===== config.mk =====
export PLATFORM = sky130hd
export DESIGN_NAME = hps_pio_responder
export DESIGN_NICKNAME = d
export VERILOG_FILES = /design/src/rtl/hps_pio_responder.sv
export SDC_FILE = /design/constraint.sdc
export NUM_CORES = 1
export LEC_CHECK = 0
export BUFFER_PORTS_ARGS = -buffer_cell sky130_fd_sc_hd__buf_2
export CORE_AREA = 5 5 133 135
export DETAILED_ROUTE_END_ITERATION = 16
export DIE_AREA = 0 0 138 140
export PLACE_DENSITY = 0.8
export SETUP_SLACK_MARGIN = 0.4
export SLEW_MARGIN = 20
export SYNTH_ARGS = -nofsm -noshare
export SYNTH_HDL_FRONTEND = slang
export SYNTH_HIERARCHICAL = 1
export SYNTH_SLANG_ARGS = --single-unit

===== constraint.sdc =====
create_clock -name clk -period 8.9 [get_ports clk]
set_clock_uncertainty 0.05 [all_clocks]
set_input_delay 1.78 -clock clk [delete_from_list [all_inputs] [get_ports clk]]
set_output_delay 1.78 -clock clk [all_outputs]
set_load 0.01 [all_outputs]

===== src/rtl/hps_pio_responder.sv =====
// hps_pio_responder
//   Avalon-MM responder on the lightweight HPS-to-FPGA bridge that replaces
//   the stock LED/switch PIO cores.
//   - LED register with per-LED hardware blink.
//   - Debounced switch register.
//   - Per-switch edge capture (W1C) with a maskable interrupt.
//
// Ports
//   clk              system clock (CLOCK50 domain)
//   reset_n          asynchronous active-low reset
//   avs_address[2:0] word address
//   avs_read         read strobe
//   avs_write        write strobe (wins over a simultaneous read)
//   avs_writedata    write data
//   avs_readdata     read data, registered, fixed latency 1, held between reads
//   irq              |(edge_capture & irq_mask)
//   switch_array_io  raw asynchronous switch inputs
//   led_array_io     LED drive, 1 = on
//
// Register map (word address)
//   0 LED_DATA [7:0] RW     3 EDGE_CAPTURE [3:0] R/W1C
//   1 SWITCH   [3:0] RO     4 BLINK_EN     [7:0] RW
//   2 IRQ_MASK [3:0] RW     5 BLINK_HALF   [BLINK_W-1:0] RW
//   6,7 read 0, writes ignored

// One switch lane: 2-flop synchronizer followed by a stability counter.
// o_chg pulses on the cycle deb is about to flip, so the capture register
// can latch on the same edge that deb changes.
module hps_pio_deb_lane #(
  parameter int DEBOUNCE_CYCLES = 500000
) (
  input  logic clk,
  input  logic reset_n,
  input  logic i_raw,
  output logic o_deb,
  output logic o_chg
);
  localparam int CW = (DEBOUNCE_CYCLES > 1) ? $clog2(DEBOUNCE_CYCLES) : 1;
  localparam logic [CW-1:0] CMAX = CW'(DEBOUNCE_CYCLES - 1);

  logic          r_sync1, r_sync2, r_deb;
  logic [CW-1:0] r_cnt;
  logic          w_diff, w_hit;

  assign w_diff = r_sync2 ^ r_deb;
  assign w_hit  = w_diff && (r_cnt == CMAX);

  always_ff @(posedge clk or negedge reset_n) begin
    if (!reset_n) begin
      r_sync1 <= 1'b0;
      r_sync2 <= 1'b0;
      r_deb   <= 1'b0;
      r_cnt   <= '0;
    end else begin
      r_sync1 <= i_raw;
      r_sync2 <= r_sync1;
      if (!w_diff) begin
        r_cnt <= '0;
      end else if (w_hit) begin
        r_deb <= r_sync2;
        r_cnt <= '0;
      end else begin
        r_cnt <= r_cnt + 1'b1;
      end
    end
  end

  assign o_deb = r_deb;
  assign o_chg = w_hit;
endmodule

module hps_pio_responder #(
  parameter int DEBOUNCE_CYCLES = 500000,
  parameter int BLINK_W         = 24
) (
  input  logic        clk,
  input  logic        reset_n,
  input  logic [2:0]  avs_address,
  input  logic        avs_read,
  input  logic        avs_write,
  input  logic [31:0] avs_writedata,
  output logic [31:0] avs_readdata,
  output logic        irq,
  input  logic [3:0]  switch_array_io,
  output logic [7:0]  led_array_io
);
  localparam int NUM_SW = 4;

  logic [7:0]         r_led, r_blink_en;
  logic [3:0]         r_irq_mask, r_edge;
  logic [BLINK_W-1:0] r_blink_half, r_bcnt;
  logic               r_phase;
  logic [31:0]        r_rdata;

  logic [NUM_SW-1:0]  w_deb, w_chg, w_w1c;
  logic               w_rd, w_wr_half;
  logic [31:0]        w_rdmux;
  logic [31:0]        w_unused_wd;

  // Only the low bits of the write bus are stored anywhere.
  assign w_unused_wd = avs_writedata;

  for (genvar g = 0; g < NUM_SW; g++) begin : g_lane
    hps_pio_deb_lane #(.DEBOUNCE_CYCLES(DEBOUNCE_CYCLES)) u_lane (
      .clk     (clk),
      .reset_n (reset_n),
      .i_raw   (switch_array_io[g]),
      .o_deb   (w_deb[g]),
      .o_chg   (w_chg[g])
    );
  end

  // A write takes the cycle; a simultaneous read is dropped.
  assign w_rd      = avs_read & ~avs_write;
  assign w_wr_half = avs_write && (avs_address == 3'd5);
  assign w_w1c     = (avs_write && (avs_address == 3'd3)) ? avs_writedata[3:0] : '0;

  // Control registers
  always_ff @(posedge clk or negedge reset_n) begin
    if (!reset_n) begin
      r_led        <= '0;
      r_irq_mask   <= '0;
      r_blink_en   <= '0;
      r_blink_half <= '0;
    end else if (avs_write) begin
      case (avs_address)
        3'd0:    r_led        <= avs_writedata[7:0];
        3'd2:    r_irq_mask   <= avs_writedata[3:0];
        3'd4:    r_blink_en   <= avs_writedata[7:0];
        3'd5:    r_blink_half <= avs_writedata[BLINK_W-1:0];
        default: ;
      endcase
    end
  end

  // Edge capture: a fresh deb change beats a same-cycle W1C.
  always_ff @(posedge clk or negedge reset_n) begin
    if (!reset_n) r_edge <= '0;
    else          r_edge <= (r_edge & ~w_w1c) | w_chg;
  end

  // Blink timebase; a BLINK_HALF write restarts it at phase 0.
  always_ff @(posedge clk or negedge reset_n) begin
    if (!reset_n) begin
      r_bcnt  <= '0;
      r_phase <= 1'b0;
    end else if (w_wr_half || (r_blink_half == '0)) begin
      r_bcnt  <= '0;
      r_phase <= 1'b0;
    end else if (r_bcnt >= r_blink_half - 1'b1) begin
      r_bcnt  <= '0;
      r_phase <= ~r_phase;
    end else begin
      r_bcnt  <= r_bcnt + 1'b1;
    end
  end

  always_comb begin
    w_rdmux = '0;
    case (avs_address)
      3'd0:    w_rdmux[7:0]         = r_led;
      3'd1:    w_rdmux[3:0]         = w_deb;
      3'd2:    w_rdmux[3:0]         = r_irq_mask;
      3'd3:    w_rdmux[3:0]         = r_edge;
      3'd4:    w_rdmux[7:0]         = r_blink_en;
      3'd5:    w_rdmux[BLINK_W-1:0] = r_blink_half;
      default: ;
    endcase
  end

  always_ff @(posedge clk or negedge reset_n) begin
    if (!reset_n)  r_rdata <= '0;
    else if (w_rd) r_rdata <= w_rdmux;
  end

  assign avs_readdata = r_rdata;
  assign irq          = |(r_edge & r_irq_mask);
  assign led_array_io = r_led & ~(r_blink_en & {8{r_phase}});
endmodule

==> flow_summary.ini <==
[sta]
hold_viol_final = 0
final_max_slew_viol_count = 0
setup_viol = 0
post-route-period-util = 0.447
fin_crit_ns = 3.98
fin_ws_ns = 4.92
slew_headroom = 0.358
worst_pin_slew_ns = 0.960
grt_setup_unrepaired = no
fmax_mhz = 252
whs_ns = 0.305
final.setup.tns_ns = 0

[placement]
gp_congestion = 0.844
place_ws_ns = 5.14
place_area_um2 = 10100
port_buffers = 67
hpwl_um = 14100
dp_cells = 1155

[worst_setup_path]
crit_family = simple AND/OR/NAND/NOR gates
critical_path_class = reg2reg
end_kind = register
required_ns = 9.21
crit_fanout = 24
crit_slowest_cell = nor4_2
start_kind = register
critPathBufInv = 0
crit_arrival_ns = 4.28
crit_chain = nor4_2 -> and3_1 -> nand3_1 -> nor4_1 -> xnor2_1 -> ha_1 -> nand4_1 -> nor3_1 -> a221oi_1 -> nor3b_2 -> nand3b_4 -> nor2_1
slowest_delay_ns = 0.52

[drt]
dr_wl_met2_um = 9810
top_layer = met4
avgRoutedWirePerCell_um = 17.1
vias_per_cell = 5.83
drt-total-wl_um = 20400
drc = 0
dr_wl_met3_um = 735
drtPass1Iterations = 5
vias = 6929
ant_nets = 0
drt-initial-drc-count = 500
wl_met1_um = 9470

[yosys]
netlist_area_um2 = 9660
synth.avg_cell_area_um2 = 10.8
async_flop_share = 1.00
ys_seq_area_frac = 0.479
yosys_register_bits = 185
synth.distinct_cells = 63
synth.top_cell.area_share = 0.479
synthTopCellsByArea = dfrtp_1 (48%), xnor2_1 (6.1%), mux2_2 (5.6%)
synthCells = 891
synth_ff_type = dfrtp_1
yosys_warnings = 6
synth_edf_count = 0
yosysTopAreaCell = dfrtp_1

[power_and_ir_drop]
leakage_nw = 4.70
pwr-share-seq = 0.497
power_mw = 2.02
internal-power_mw = 1.45
switching_share = 0.285
p_clk_frac = 0.360
p_switching_mw = 0.575
p_comb_frac = 0.143
p_per_area_nw_per_um2 = 189
vdd_ir_drop_max_mv = 0.154

[cells_and_area]
fin_util = 0.656
drive_gt1_frac = 0.211
finalNonFillerCells = 1188
fin_area_um2 = 10700
final_cell_mix = dfrtp_1 (185), nor2_1 (117), xnor2_1 (67)
area_delta_synth_final_pct = 11.0
final_common_cell = dfrtp_1
fin_nets = 1029
diodes = 0

[grt]
grt_usage = 0.215
grt_start_max_net_pins = 107
grt_pass1_vias = 7032
grt_pass1_wl_um = 34500
antenna_found_initial = 0
overflow = 0

[clocking]
cts_buffer_depth = 2
numCtsBuffers = 17
cts_tree = built
postCtsHoldBufs = 0
cts_num_sinks = 185
cts_resized = 0
cts_root_buf = clkbuf_16
htreeDepth = 4
cts.clk_slew.worst_paths_ns = 0.07
postCtsSetupBuffers = 0
clkLatencyLatePin_ns = 0.44

[outcome]
outcome = finished clean

[floorplanning]
io_pins = 84
initial_core_util = 0.591
dieArea_um2 = 19300
die_h_um = 140
chipWidth_um = 138
core_area_um2 = 16300
rows = 47

[job]
cap_violations = 0

[hold_path]
hold_class = reg2reg
-- synth_stat cells, drive strengths merged, types with 14 or more instances --
library cell	instances
xnor2	67
o21ai	15
xor2	40
nor3	19
dfrtp	185
ha	31
nand2	48
nor2	125
mux2	52
nand3	43
nand4	42
a22o	16
nor4	17
inv	14
buf	21
a21oi	24
and3	15
-- cell families after synthesis --
family	share of synthesized area
mux	0.0751
flops	0.479
fa+ha+maj	0.0402
compound gates	0.0764
buf+inv	0.0272
simple gates	0.205
other cells	0.000388
xor+xnor	0.0970
-- sequential cells by signal (all words and copies together) (netlist names) --
| signal | count |
|---|---|
| g_lane.u_lane/r_cnt | 76 |
| avs_readdata | 24 |
| r_bcnt | 24 |
| r_blink_half | 24 |
| r_blink_en | 8 |
| r_led | 8 |
| g_lane.u_lane/o_deb | 4 |
| g_lane.u_lane/r_sync1 | 4 |
| g_lane.u_lane/r_sync2 | 4 |
| r_edge | 4 |
| r_irq_mask | 4 |
| r_phase | 1 |
-- layer usage --
metal	global-route usage	vias to the layer above
li1	-	3320
met1	0.292	3446
met2	0.349	137
met3	0.0491	26
met4	0.0588	0
met5	0	-
-- final timing paths --
check,from,endpoint,cells past startpoint,slack [ns]
max,r_blink_half[4],r_bcnt[11],12,4.92
min,g_lane[2].u_lane/r_sync1,g_lane[2].u_lane/r_sync2,0,0.31
max reg2reg,r_blink_half[4],r_bcnt[11],12,4.92
min reg2reg,g_lane[2].u_lane/r_sync1,g_lane[2].u_lane/r_sync2,0,0.31
max in group asynchronous,reset_n,r_blink_half[5],3,6.21
min in group asynchronous,reset_n,g_lane[3].u_lane/r_cnt[8],1,1.41
-- final cells by class --
| type | instances | area, um^2 |
|---|---|---|
| Fill cell | 1282 | 5630 |
| Multi-Input combinational cell | 665 | 4790 |
| Sequential cell | 185 | 4630 |
| Clock buffer | 17 | 425 |
| Timing Repair Buffer | 72 | 402 |
| Tap cell | 220 | 275 |
| Clock inverter | 15 | 143 |
| Inverter | 14 | 52.6 |
-- power groups by stage --
stage | Combinational (mW) | Clock (mW) | Sequential [mW]
detailed placement | 0.288 | 0 | 1.02
finish | 0.289 | 0.728 | 1.01
global route | 0.328 | 0.780 | 1.02
global placement | 0.276 | 0 | 1.01
floorplan | 0.205 | 0 | 0.993
CTS | 0.292 | 0.740 | 1.00
Note: power is estimated with default switching activity, not from simulation.
